--- config.mk ---
export PLATFORM = sky130hd
export DESIGN_NAME = cpu_run_controller
export DESIGN_NICKNAME = d
export VERILOG_FILES = /design/src/rtl/cpu_run_controller.sv
export SDC_FILE = /design/constraint.sdc
export NUM_CORES = 1
export LEC_CHECK = 0
export CORE_AREA = 2 2 118 120
export CTS_CLUSTER_SIZE = 24
export DETAILED_ROUTE_END_ITERATION = 6
export DIE_AREA = 0 0 120 122
export GPL_ROUTABILITY_DRIVEN = 0
export GPL_TIMING_DRIVEN = 0
export PLACE_DENSITY = 0.61
export REMOVE_ABC_BUFFERS = 1
export SYNTH_ARGS = -nofsm -noshare
export SYNTH_HDL_FRONTEND = slang
export SYNTH_SLANG_ARGS = --single-unit
--- constraint.sdc ---
create_clock -name clk -period 3 [get_ports clk]
set_input_delay 0.6 -clock clk [delete_from_list [all_inputs] [get_ports clk]]
set_output_delay 0.6 -clock clk [all_outputs]
set_load 0.1 [all_outputs]
--- src/rtl/cpu_run_controller.sv ---
// Run controller for the single-clock MIPS core: stretched core reset, run/retire
// counters and end-of-program detection (branch-to-self halt or cycle timeout).
module cpu_run_controller #(
  parameter int PC_W        = 32,
  parameter int CNT_W       = 32,
  parameter int RST_CYCLES  = 4,
  parameter int STALL_LIMIT = 16,
  parameter int TIMEOUT     = 100000,
  parameter int AUTO_START  = 1
) (
  input  logic             clk,
  input  logic             reset_i,
  input  logic             start_i,
  input  logic [PC_W-1:0]  pc_i,
  input  logic             pc_valid_i,
  input  logic             retire_i,
  output logic             core_reset_o,
  output logic             running_o,
  output logic             done_o,
  output logic [1:0]       status_o,
  output logic [CNT_W-1:0] cycle_cnt_o,
  output logic [CNT_W-1:0] instr_cnt_o
);

  typedef enum logic [1:0] {S_IDLE, S_RESET, S_RUN, S_DONE} state_e;

  localparam int RC_W = (RST_CYCLES > 1) ? $clog2(RST_CYCLES) : 1;
  localparam int SC_W = $clog2(STALL_LIMIT);

  localparam logic [RC_W-1:0]  RC_LAST = RC_W'(RST_CYCLES - 1);
  localparam logic [SC_W-1:0]  SC_HALT = SC_W'(STALL_LIMIT - 2);
  localparam logic [CNT_W-1:0] TO_LAST = CNT_W'(TIMEOUT - 1);
  localparam logic [CNT_W-1:0] CNT_MAX = '1;

  localparam logic [1:0] ST_NONE    = 2'b00;
  localparam logic [1:0] ST_HALT    = 2'b01;
  localparam logic [1:0] ST_TIMEOUT = 2'b10;

  state_e           state_q, state_d;
  logic [RC_W-1:0]  rst_cnt_q, rst_cnt_d;
  logic [CNT_W-1:0] cycle_cnt_q, cycle_cnt_d;
  logic [CNT_W-1:0] instr_cnt_q, instr_cnt_d;
  logic [1:0]       status_q, status_d;
  logic [SC_W-1:0]  stall_q, stall_d;
  logic [PC_W-1:0]  last_pc_q, last_pc_d;
  logic             last_pc_vld_q, last_pc_vld_d;

  logic pc_match, halt, timeout, enter_reset;

  // NOTE: every variable gets its hold value first so no path through the case leaves it unassigned (no latch).
  always_comb begin
    state_d       = state_q;
    rst_cnt_d     = rst_cnt_q;
    cycle_cnt_d   = cycle_cnt_q;
    instr_cnt_d   = instr_cnt_q;
    status_d      = status_q;
    stall_d       = stall_q;
    last_pc_d     = last_pc_q;
    last_pc_vld_d = last_pc_vld_q;
    enter_reset   = 1'b0;

    pc_match = last_pc_vld_q && (pc_i == last_pc_q);
    halt     = pc_valid_i && pc_match && (stall_q == SC_HALT);
    timeout  = (cycle_cnt_q == TO_LAST);

    case (state_q)
      S_IDLE: begin
        if ((AUTO_START != 0) || start_i) enter_reset = 1'b1;
      end
      S_RESET: begin
        if (rst_cnt_q == RC_LAST) state_d = S_RUN;
        else                      rst_cnt_d = rst_cnt_q + 1'b1;
      end
      S_RUN: begin
        if (cycle_cnt_q != CNT_MAX)             cycle_cnt_d = cycle_cnt_q + 1'b1;
        if (retire_i && instr_cnt_q != CNT_MAX) instr_cnt_d = instr_cnt_q + 1'b1;
        if (pc_valid_i) begin
          stall_d       = pc_match ? stall_q + 1'b1 : '0;
          last_pc_d     = pc_i;
          last_pc_vld_d = 1'b1;
        end
        // Halt wins when both end conditions land on the same cycle.
        if (halt || timeout) begin
          state_d  = S_DONE;
          status_d = halt ? ST_HALT : ST_TIMEOUT;
        end
      end
      S_DONE: begin
        if (start_i) enter_reset = 1'b1;
      end
      default: state_d = S_IDLE;
    endcase

    if (enter_reset) begin
      state_d       = S_RESET;
      rst_cnt_d     = '0;
      cycle_cnt_d   = '0;
      instr_cnt_d   = '0;
      status_d      = ST_NONE;
      stall_d       = '0;
      last_pc_vld_d = 1'b0;
    end
  end

  // NOTE: sequential state uses non-blocking assignments so all registers update together at the edge.
  always_ff @(posedge clk) begin
    if (!reset_i) begin
      state_q       <= S_IDLE;
      rst_cnt_q     <= '0;
      cycle_cnt_q   <= '0;
      instr_cnt_q   <= '0;
      status_q      <= ST_NONE;
      stall_q       <= '0;
      last_pc_q     <= '0;
      last_pc_vld_q <= 1'b0;
    end else begin
      state_q       <= state_d;
      rst_cnt_q     <= rst_cnt_d;
      cycle_cnt_q   <= cycle_cnt_d;
      instr_cnt_q   <= instr_cnt_d;
      status_q      <= status_d;
      stall_q       <= stall_d;
      last_pc_q     <= last_pc_d;
      last_pc_vld_q <= last_pc_vld_d;
    end
  end

  assign core_reset_o = (state_q != S_RUN);
  assign running_o    = (state_q == S_RUN);
  assign done_o       = (state_q == S_DONE);
  assign status_o     = status_q;
  assign cycle_cnt_o  = cycle_cnt_q;
  assign instr_cnt_o  = instr_cnt_q;

endmodule

[Word level (Yosys, flattened, before mapping)]
Cells that the tools add are included.
Operators by class
  add/subtract/negate cells: 4
  eq/ne operators: 14
  mux-type cells: 8
  bitwise logic cells: 2
  reduce and logical (&&, ||, !) cells: 16
Operator list (count)
  $add A32 B1 Y32 const B: 2
  $ne A32 B32 Y1 const B: 2
  $eq A32 B17 Y1 const B: 1
  $eq A32 B32 Y1: 1
  $reduce_and A2 Y1: 5
  $eq A2 B2 Y1 const B: 3
  $mux W2: 3
  $reduce_and A3 Y1: 2
  $add A4 B1 Y4 const B: 1
  $eq A4 B4 Y1 const B: 1
  $logic_and A1 B1 Y1: 4
  $mux W4: 1
  $ne A2 B2 Y1 const B: 2
  $pmux W2 S2: 1
  $ne A3 B1 Y1 const B: 1
  $ne A3 B3 Y1 const B: 1
  $reduce_bool A3 Y1: 1
  $add A2 B1 Y2 const B: 1
  $eq A2 B1 Y1 const B: 1
  $logic_not A2 Y1: 1
  $mux W1: 2
  $ne A2 B1 Y1 const B: 1
  $not A1 Y1: 2
  $pmux W1 S2: 1
  3 further kinds: 3
Word-level totals
  register bits: 107
  input bits: 37
  output and inout bits: 69

[Logic depth before layout (Yosys ltp)]
  depth after elaboration: 8
  depth in mapped cells: 9
  mapped depth without buffers: 8

[Worst setup path after synthesis]
OpenSTA, ideal clock, no wires.
  kind: register to register
  start point: register state_q[0]
  end point: register instr_cnt_q[25], in the netlist instr_cnt_o[25]
  setup time: 0.128 ns
  arrival time: 2.593 ns
  required time: 2.872 ns
  path slack: 0.279 ns
  stages on the path, launching flop included: 10
  buffers on the path: 1
  path through: dfxtp_1 -> inv_1 -> ha_1 -> buf_2 -> nand2_1 -> nor2_2 -> o21ai_0 -> nor3_1 -> xnor2_1 -> nor2_1
RTL lines
  start, declared: RTL line 39  | state_e state_q, state_d;
  start signal, assigned: RTL line 117  | state_q <= state_d;
  $eq A2 B2 Y1
  net running_o: RTL line 18  | output logic running_o,
  $reduce_and A2 Y1 (no line)
  end signal, assigned: RTL line 120  | instr_cnt_q <= instr_cnt_d;
  end, declared: RTL line 42  | logic [CNT_W-1:0] instr_cnt_q, instr_cnt_d;
The timed path passes the listed nets, and every way through them passes these cells.
A chain may end at the register's enable or synchronous reset.

[Worst setup path after layout]
  start point: register state_q[0]
  end point: output running_o
Between the ends
  longest elaborated chain between the ends: 1
Ends and longest elaborated chain
  $eq A2 B2 Y1: RTL line 129  | assign running_o = (state_q == S_RUN);
  end, declared: RTL line 18
Every way passes these cells.

==> results.toml <==
[clock_network]
clkLatencyLatePin_ps = 350
cts_tree = "done"
clkSinkCount = 107
cts_buffers = 9
path_clk_slew_ps = 70
htree_levels = 3
postCtsSetupRepairBufs = 0
clockBufferDepth = 2
root_buffer = "clkbuf_16"

[worst_setup_path]
ff2ff_setup_slack_ps = 270
startpoint_type = "flip-flop"
worstReg2RegStart = "state_q[0]$_SDFFE_PN0P_"
end_kind = "output pin"
cp.arrival_ps = 2270
required_ps = 2400
crit_type = "flip-flop to output pin"
r2r_end = "cycle_cnt_o[27]$_SDFFE_PP0P_"
worstRegToRegCells = 7
cp_max_fo = 14

[timing]
rsz0062_at_grt = "false"
slew_headroom_pct = 17.16
worst_pin_slew_ps = 1240
fmax_ghz = 0.3481
clock_skew_ps = 6.225
finalHoldViolations = 0
setup_violations = 0
slew_violations = 0
timing.hold.ws_ps = 458.7
finalCriticalPeriod_ps = 2873
period_share_pct = 95.77

[yosys]
synth_top_area_share_pct = 41.08
yosysTopAreaCell = "dfxtp_1"
synth_edf_count = 0
yosys.area_share.adder_pct = 2.400
ys_top_cells_by_area = "dfxtp_1 (41%), nand2_1 (7.2%), xor2_1 (6.6%)"
synth_most_common_cell = "dfxtp_1"
synthCells = 639
async_flop_share_pct = 0
netlist_top_cells_count = "dfxtp_1 (107), nand2_1 (100), nor2_1 (69)"
ys_warn_count = 0
syn-cell-area_mm2 = 0.005214
yosys_register_bits = 107
synth_area_per_cell_um2 = 8.159
yosysUniqueCellTypes = 47
synth-simple-area-share_pct = 31.17
synth-xor-area-share_pct = 12.93
synthMuxAreaShare_pct = 0.3840
synth_top_family_by_area = "simple AND/OR/NAND/NOR gates"
ys.flop_type = "dfxtp_1"
synth-compound-area-share_pct = 8.903
seq_area_frac_synth_pct = 41.08

[layout]
syn_to_final_growth_pct = 29.88
final_layout_size_suffix_gt1_share_pct = 4.607
final_core_util_pct = 50.14
num_antenna_cells = 0
fin_nets = 780

[power]
powerDensity_mw_per_mm2 = 546.6
clkPwrFrac_pct = 33.9
seq_power_share_pct = 41.5
p_comb_share_pct = 24.6
p_leak_nw = 2.219
p_int_mw = 2.512
peakVddDrop_mv = 0.2970
p_sw_mw = 1.189
swShare_pct = 32.12

[routing]
routed_via_density = 5.176
wl_per_cell_um = 13.67
antenna_left = 0
vias = 4752
drt_first_pass_iters = 4
drt_wl_total_mm = 12.55
drc = 0
drt_iter0_drc = 219

[hold_path]
whs_endpoint = "last_pc_q[16]$_SDFFE_PN0P_"
hp-start = "last_pc_q[16]$_SDFFE_PN0P_"
holdPathStages = 2
hp-class = "flip-flop to flip-flop"

[global_routing]
antenna_found_initial = 0
first_global_vias = 4298
grt.overflow.total = 0
grt_max_degree = 39
grt_pass1_wl_mm = 20.21
grt_usage_pct = 17.01

[floorplanning]
die_h_um = 122
start_util_pct = 38.61
core_mm2 = 0.01350
die_w_um = 120
die_area_mm2 = 0.01464
rows = 43
ioPinCount = 106

[placed_design]
portBuffers = 105
post-dp-hpwl_mm = 9.080

[flow_run]
max-cap-violations = 0

[outcome]
status = "completed"
[placed cells by master, fill, tap and decap left out, drive strengths merged, types with 3 or more instances in the layout]
cell / n
dfxtp: 107
clkdlybuf4s50: 103
nand2: 101
nor2: 70
a21oi: 52
xor2: 39
xnor2: 38
nand3: 27
nand4: 25
nor3: 19
inv: 18
or3: 18
o21ai: 18
nor4: 17
and3: 12
clkbuf: 12
ha: 10
and4: 9
and2: 4
nand3b: 3
nor4b: 3
[timing repair]
item,CTS,global route
pin swaps,0,0
endpoints found under the hold margin,0,0
hold buffers,0,0
gates cloned,0,0
endpoints found under the setup margin,2,2
gates resized for setup,2,3
[stage by stage]
step	power [mW]	setup slack (ps)	std cells	TNS (ps)	cell area, um^2
after floorplan	2.137	-2676	615	-188200	5119
after global placement	2.317	-4886	900	-346620	6395
after detailed placement	2.504	166.3	902	0	6454
after CTS	3.756	64.99	918	0	6761
after global routing	3.903	2.024	918	0	6771
final	3.701	127.0	918	0	6771
[how the worst max path moves through the flow]
| stage | start | endpoint | slack (ps) | cells past startpoint |
|---|---|---|---|---|
| 6_report | state_q[0]$_SDFFE_PN0P_ | running_o | 130 | 3 |
| 5_1_grt | state_q[0]$_SDFFE_PN0P_ | running_o | 2 | 3 |
| 4_1_cts | state_q[0]$_SDFFE_PN0P_ | core_reset_o | 60 | 4 |
| 3_5_place_dp | state_q[0]$_SDFFE_PN0P_ | running_o | 170 | 3 |
| 3_3_place_gp | start_i | status_o[1]$_SDFFE_PP0P_ | -4890 | 4 |
| 2_1_floorplan | state_q[1]$_SDFFE_PP0P_ | status_o[1]$_SDFFE_PP0P_ | -2680 | 4 |
[power by group through the flow]
| stage | Clock [mW] | Combinational [mW] | Sequential, mW |
|---|---|---|---|
| after floorplan | 0 | 0.540 | 1.60 |
| after global placement | 0 | 0.752 | 1.56 |
| after detailed placement | 0 | 0.934 | 1.57 |
| after CTS | 1.29 | 0.925 | 1.54 |
| after global routing | 1.35 | 1.00 | 1.55 |
| final | 1.25 | 0.910 | 1.54 |
[worst max-delay path, stage by stage (launching register included)]
cell and delay (ps):
dfxtp_1 330, inv_1 140, ha_1 530, dlygate4sd2_1 920
[logic make-up after synthesis]
kind of cell / after synthesis
buffers and inverters: 42
and+or+nand+nor: 318
adders and majority gates: 10
AOI/OAI and AO/OA: 83
muxes: 2
xor gates and xnor gates: 77
DFF: 107
[final cells by class]
cell class | count | area, um^2
Clock buffer | 11 | 232.7
Clock inverter | 5 | 77.57
Fill cell | 1299 | 6733
Inverter | 18 | 67.56
Multi-Input combinational cell | 490 | 2934
Sequential cell | 107 | 2142
Tap cell | 180 | 225.2
Timing Repair Buffer | 107 | 1092
[registers in the layout, indices dropped and copies added (netlist names)]
register,cells
last_pc_q,32
stall_q,4
state_q,2
instr_cnt_o,32
status_o,2
cycle_cnt_o,32
last_pc_vld_q,1
rst_cnt_q,2
[per-layer routing]
metal / vias to the layer above / track usage [%] / wire length, um
met5: - / 0 / 0
met4: 0 / 6.985 / 209
met3: 13 / 4.260 / 734
met2: 115 / 28.87 / 6028
met1: 2221 / 20.59 / 5573
li1: 2403 / - / -
No activity file was read; power rests on OpenSTA's default activity.
==> RTL edit 1 (config.mk and constraints unchanged) <==
The parameter `RST_CYCLES` goes from 4 to 16.
--- a/src/rtl/cpu_run_controller.sv
+++ b/src/rtl/cpu_run_controller.sv
@@ -4,5 +4,5 @@
   parameter int PC_W        = 32,
   parameter int CNT_W       = 32,
-  parameter int RST_CYCLES  = 4,
+  parameter int RST_CYCLES  = 16,
   parameter int STALL_LIMIT = 16,
   parameter int TIMEOUT     = 100000,
Function: changed (Yosys sat finds a counterexample within 10 cycles, from zero or initial values and one cycle with reset_i low).
==> RTL edit 1 against the unedited design <==
  * First-iteration DRC count grew 43%
  * Power grew 3.4%
  * Area after synthesis grew 2.2%
  * Wire length grew 2.2%
  * Design area grew 1.2%
  * Fmax grew 4.6%
  * Clock power grew 6%
  * Via count shrank 0.86%
  * Setup slack gained 130 ps
  * Register-to-register slack gained 30 ps
  * Sequential cell count grew 2
  * Worst hold slack gained 6.0 ps
  * Largest cell class unchanged
==> RTL edit 1: results (changes against the unedited design) <==
Status
Run status: finished clean (unchanged).

Power and ir drop
The leakage power is 2.26 nW (was 2.22 nW). The maximum VDD drop came to 0.357 mV (was 0.297 mV). The cell-internal power is 2.60 mW (was 2.51 mW).

Placement
The worst setup slack before clock tree synthesis was -398 ps (was 166 ps). The instance area at placement came to 0.00653 mm² (was 0.00645 mm²). The estimated wirelength of the detail-placed design was 9000 µm (was 9080 µm). The number of cells after detailed placement is 904 (was 902).

Worst setup path
The timing endpoint of the critical path is done_o (was running_o). The length in cells of the worst reg-to-reg path came to 8 (was 7). The stage delay of the slowest cell on the critical path is 1170 ps (was 920 ps).

The biggest fanout along the worst timing path was 5 (was 14). The register-to-register setup slack is 300 ps (was 270 ps). The capture instance of the worst register-to-register path was instr_cnt_o[29] (was cycle_cnt_o[27]). The launching element of the worst setup path is state_q[1] (was state_q[0]).

Finish
The ratio of cells with drive above 1 in the final layout is 4.59% (was 4.61%). The count of filler cells inserted in the layout is 1285 (was 1299).

GRT
The first-pass GRT wire length is 21100 µm (was 20200 µm). The number of global-route vias before repair is 4316 (was 4298).

Synthesis
The fraction of the mapped netlist area in compound gates is 11.5% (was 8.90%). Dominant cells by area after synthesis: dfxtp_1 41%, nand2_1 7.4%, xor2_1 6.7%, xnor2_1 6.1%, nor2_1 4.7% (was dfxtp_1 41%, nand2_1 7.2%, xor2_1 6.6%, xnor2_1 6.4%, a21oi_1 5.0%). Most frequent cells after synthesis: 109 x dfxtp_1, 105 x nand2_1, 67 x nor2_1 (was 107 x dfxtp_1, 100 x nand2_1, 69 x nor2_1). The multiplexer area fraction after synthesis was 0.188% (was 0.384%). The post-synthesis share of cell area spent on full adders, half adders and majority gates is 2.35% (was 2.40%).

STA
The worst max-slew margin expressed relative to the limit is 23.8% (was 17.2%). The share of the cycle needed by the critical path after routing came to 91.6% (was 95.8%). The setup skew after layout came to 6.49 ps (was 6.22 ps).

Detailed routing
The via count is 4711 (was 4752).
## RTL edit 1: cell count changes after synthesis, moves of 3 or more
cell	unedited run	this run
a21boi_0	0	32
a21oi_1	52	28
a211oi_1	0	5
and3_1	12	7
nand2_1	100	105
and3_2	0	4
and4_1	9	5
nor4_1	13	17
inv_1	18	15
nand3b_1	3	0
nand4_1	23	20
## RTL edit 1: area by class of cell
cell class | instances | area [µm²] | share of cell area, %
Timing Repair Buffer | 107 | 1090 | 15.9
Sequential cell | 109 | 2180 | 31.8
Multi-Input combinational cell | 493 | 2970 | 43.4
Clock inverter | 3 | 67.6 | 0.986
Clock buffer | 13 | 260 | 3.80
Tap cell | 180 | 225 | 3.29
Inverter | 15 | 56.3 | 0.822
## RTL edit 1: per-layer routing
| metal | part of all wire [%] | global-route usage (%) |
|---|---|---|
| met1 | 48 | 23.7 |
| met3 | 4.6 | 3.65 |
| met4 | 1.6 | 7.28 |
| met5 | 0 | 0 |
| met2 | 46 | 28.5 |
## RTL edit 1: repair_timing
item	4_1_cts	5_1_grt
gates resized for setup	3	5
hold buffers	0	0
hold endpoints to repair	0	0
endpoints found under the setup margin	3	4
## RTL edit 1: worst min-delay path by stage
stage                        from             to  slack (ps)  cells after the start
finish                status_o[0]    status_o[0]         460                      2
global route        last_pc_q[16]  last_pc_q[16]         510                      2
CTS                   status_o[0]    status_o[0]         460                      2
detailed placement    status_o[0]    status_o[0]         450                      2
global placement      status_o[0]    status_o[0]         440                      2
floorplan           last_pc_vld_q  last_pc_vld_q         440                      2
## RTL edit 1: power by group through the flow
stage,clock network [mW],registers (mW),logic (mW)
global route,1.42,1.59,1.01
floorplan,0,1.63,0.543
detailed placement,0,1.62,0.940
global placement,0,1.61,0.809
finish,1.32,1.58,0.923
CTS,1.36,1.58,0.934
==> RTL edit 2 (same flow settings) <==
Without the edit above. Register the output `status_o` once more, cleared by the reset; this adds one clock of latency there. The other outputs are not delayed to match.
--- a/src/rtl/cpu_run_controller.sv
+++ b/src/rtl/cpu_run_controller.sv
@@ -129,5 +129,11 @@
   assign running_o    = (state_q == S_RUN);
   assign done_o       = (state_q == S_DONE);
-  assign status_o     = status_q;
+  always_ff @(posedge clk) begin
+    if (!reset_i) begin
+      status_o <= '0;
+    end else begin
+      status_o <= status_q;
+    end
+  end
   assign cycle_cnt_o  = cycle_cnt_q;
   assign instr_cnt_o  = instr_cnt_q;
Check against the original RTL: no difference found for any inputs over 10 cycles, from zero or initial values and one cycle with reset_i low; that may be too few to reach the edited logic, so the function may still have changed.
==> RTL edit 2 against the unedited design <==
  * Synthesized cell count is 0.47% lower
  * Highest routed layer unchanged
  * Power is 0.69% lower
  * Sequential cell count is 2 higher
  * Clock power is 17% higher
  * Wire length is 4.5% higher
  * Final cell count is 0.54% lower
  * Area after synthesis is 1.6% higher
  * Critical path depth stayed put
  * Design area is 2.0% higher
  * Non-clock buffer count is 1 higher
  * Critical endpoint unchanged
  * Setup slack better by 100 ps
  * Largest cell class unchanged
  * Largest power group unchanged
==> RTL edit 2: results (changes against the unedited design) <==
Finish
The total number of nets in the final design is 775 (was 780). The count of filler cells inserted in the layout is 1300 (was 1299). The post-route cell area is 0.00691 mm² (was 0.00677 mm²).

Detailed routing
The length of routed met3 wiring was 510 µm (was 734 µm). The DRC marker count from the first detailed-route iteration is 265 (was 219). The met2 routed wirelength came to 6170 µm (was 6030 µm).

STA
The maximum operating frequency is 361 MHz (was 348 MHz). The smallest hold slack is 469 ps (was 459 ps). The setup skew after layout came to 6.07 ps (was 6.22 ps).

Synthesis
The fraction of the mapped netlist area in compound gates came to 9.19% (was 8.90%). Dominant cells by area after synthesis: dfxtp_1 41%, xor2_1 7.4%, nand2_1 6.9%, xnor2_1 6.8%, nor2_1 5.1% (was dfxtp_1 41%, nand2_1 7.2%, xor2_1 6.6%, xnor2_1 6.4%, a21oi_1 5.0%). The post-synthesis share of cell area spent on full adders, half adders and majority gates was 2.36% (was 2.40%).

Most frequent cells after synthesis: 109 x dfxtp_1, 98 x nand2_1, 72 x nor2_1 (was 107 x dfxtp_1, 100 x nand2_1, 69 x nor2_1). The number of distinct library cell variants in the gate-level netlist after synthesis is 44 (was 47). The mean instance size in the synthesized netlist is 8.33 µm² (was 8.16 µm²). The fraction of synthesized cell area in xor and xnor cells is 14.2% (was 12.9%).

The multiplexer area fraction after synthesis is 0.189% (was 0.384%). The sequential element share of the synthesized area is 41.2% (was 41.1%).

GRT
The overall routing resource usage is 18.1% (was 17.0%). The global-route track usage on met1 is 23.5% (was 20.6%). The met3 track utilization from global routing is 3.46% (was 4.26%). The number of global-route vias before repair is 4606 (was 4298).

The first-pass GRT wire length was 21800 µm (was 20200 µm).

Power and ir drop
The share of total power consumed by net switching was 27.2% (was 32.1%). The total power of the final layout came to 3.68 mW (was 3.70 mW). The maximum VDD drop came to 0.322 mV (was 0.297 mV).

Worst setup path
The length in cells of the worst reg-to-reg path was 6 (was 7). The critical register-to-register path startpoint is cycle_cnt_o[3] (was state_q[0]). The biggest fanout along the worst timing path came to 17 (was 14). The capture instance of the worst register-to-register path is cycle_cnt_o[0] (was cycle_cnt_o[27]). The register-to-register setup slack is 320 ps (was 270 ps).

Placement
The estimated wirelength of the detail-placed design came to 9250 µm (was 9080 µm). The number of cells after detailed placement is 897 (was 902). The instance area at placement is 0.00654 mm² (was 0.00645 mm²). The worst setup slack before clock tree synthesis was -323 ps (was 166 ps).

Status
Run status: finished clean (unchanged).

Min path
The sink of the worst hold path is status_o[1] (was last_pc_q[16]). The startpoint of the worst hold path is status_q[1] (was last_pc_q[16]). The count of cells along the worst hold path is 1 (was 2).
RTL edit 2: cell types whose count changed in the layout (fill, tap and decap cells not counted), sizes merged, moves of 6 or more:
cell | before | now
a21boi | 0 | 32
a21oi | 52 | 14
inv | 18 | 10
nand3 | 27 | 33
nand4 | 25 | 31
o21ai | 18 | 12
or3 | 18 | 10
xor2 | 39 | 45
RTL edit 2: worst max-delay path, delay by kind of cell, from the launching register on:
kind	cells	cell delay (ps)
buffers and inverters	2	1040
adders and majority gates	1	440
DFF	1	340
RTL edit 2: layout make-up:
type | instances | area share (%)
clock buffers | 10 | 3.46
clock inverters | 6 | 1.94
inverters | 11 | 0.598
multi-input cells | 489 | 43.1
flip-flops and latches | 109 | 31.6
well taps | 180 | 3.26
repair buffers | 108 | 16.1
RTL edit 2: what timing repair did:
action                     4_1_cts  5_1_grt
resized for setup                3        3
hold buffers                     0        0
pin swaps                        0        0
setup endpoints to repair        2        3
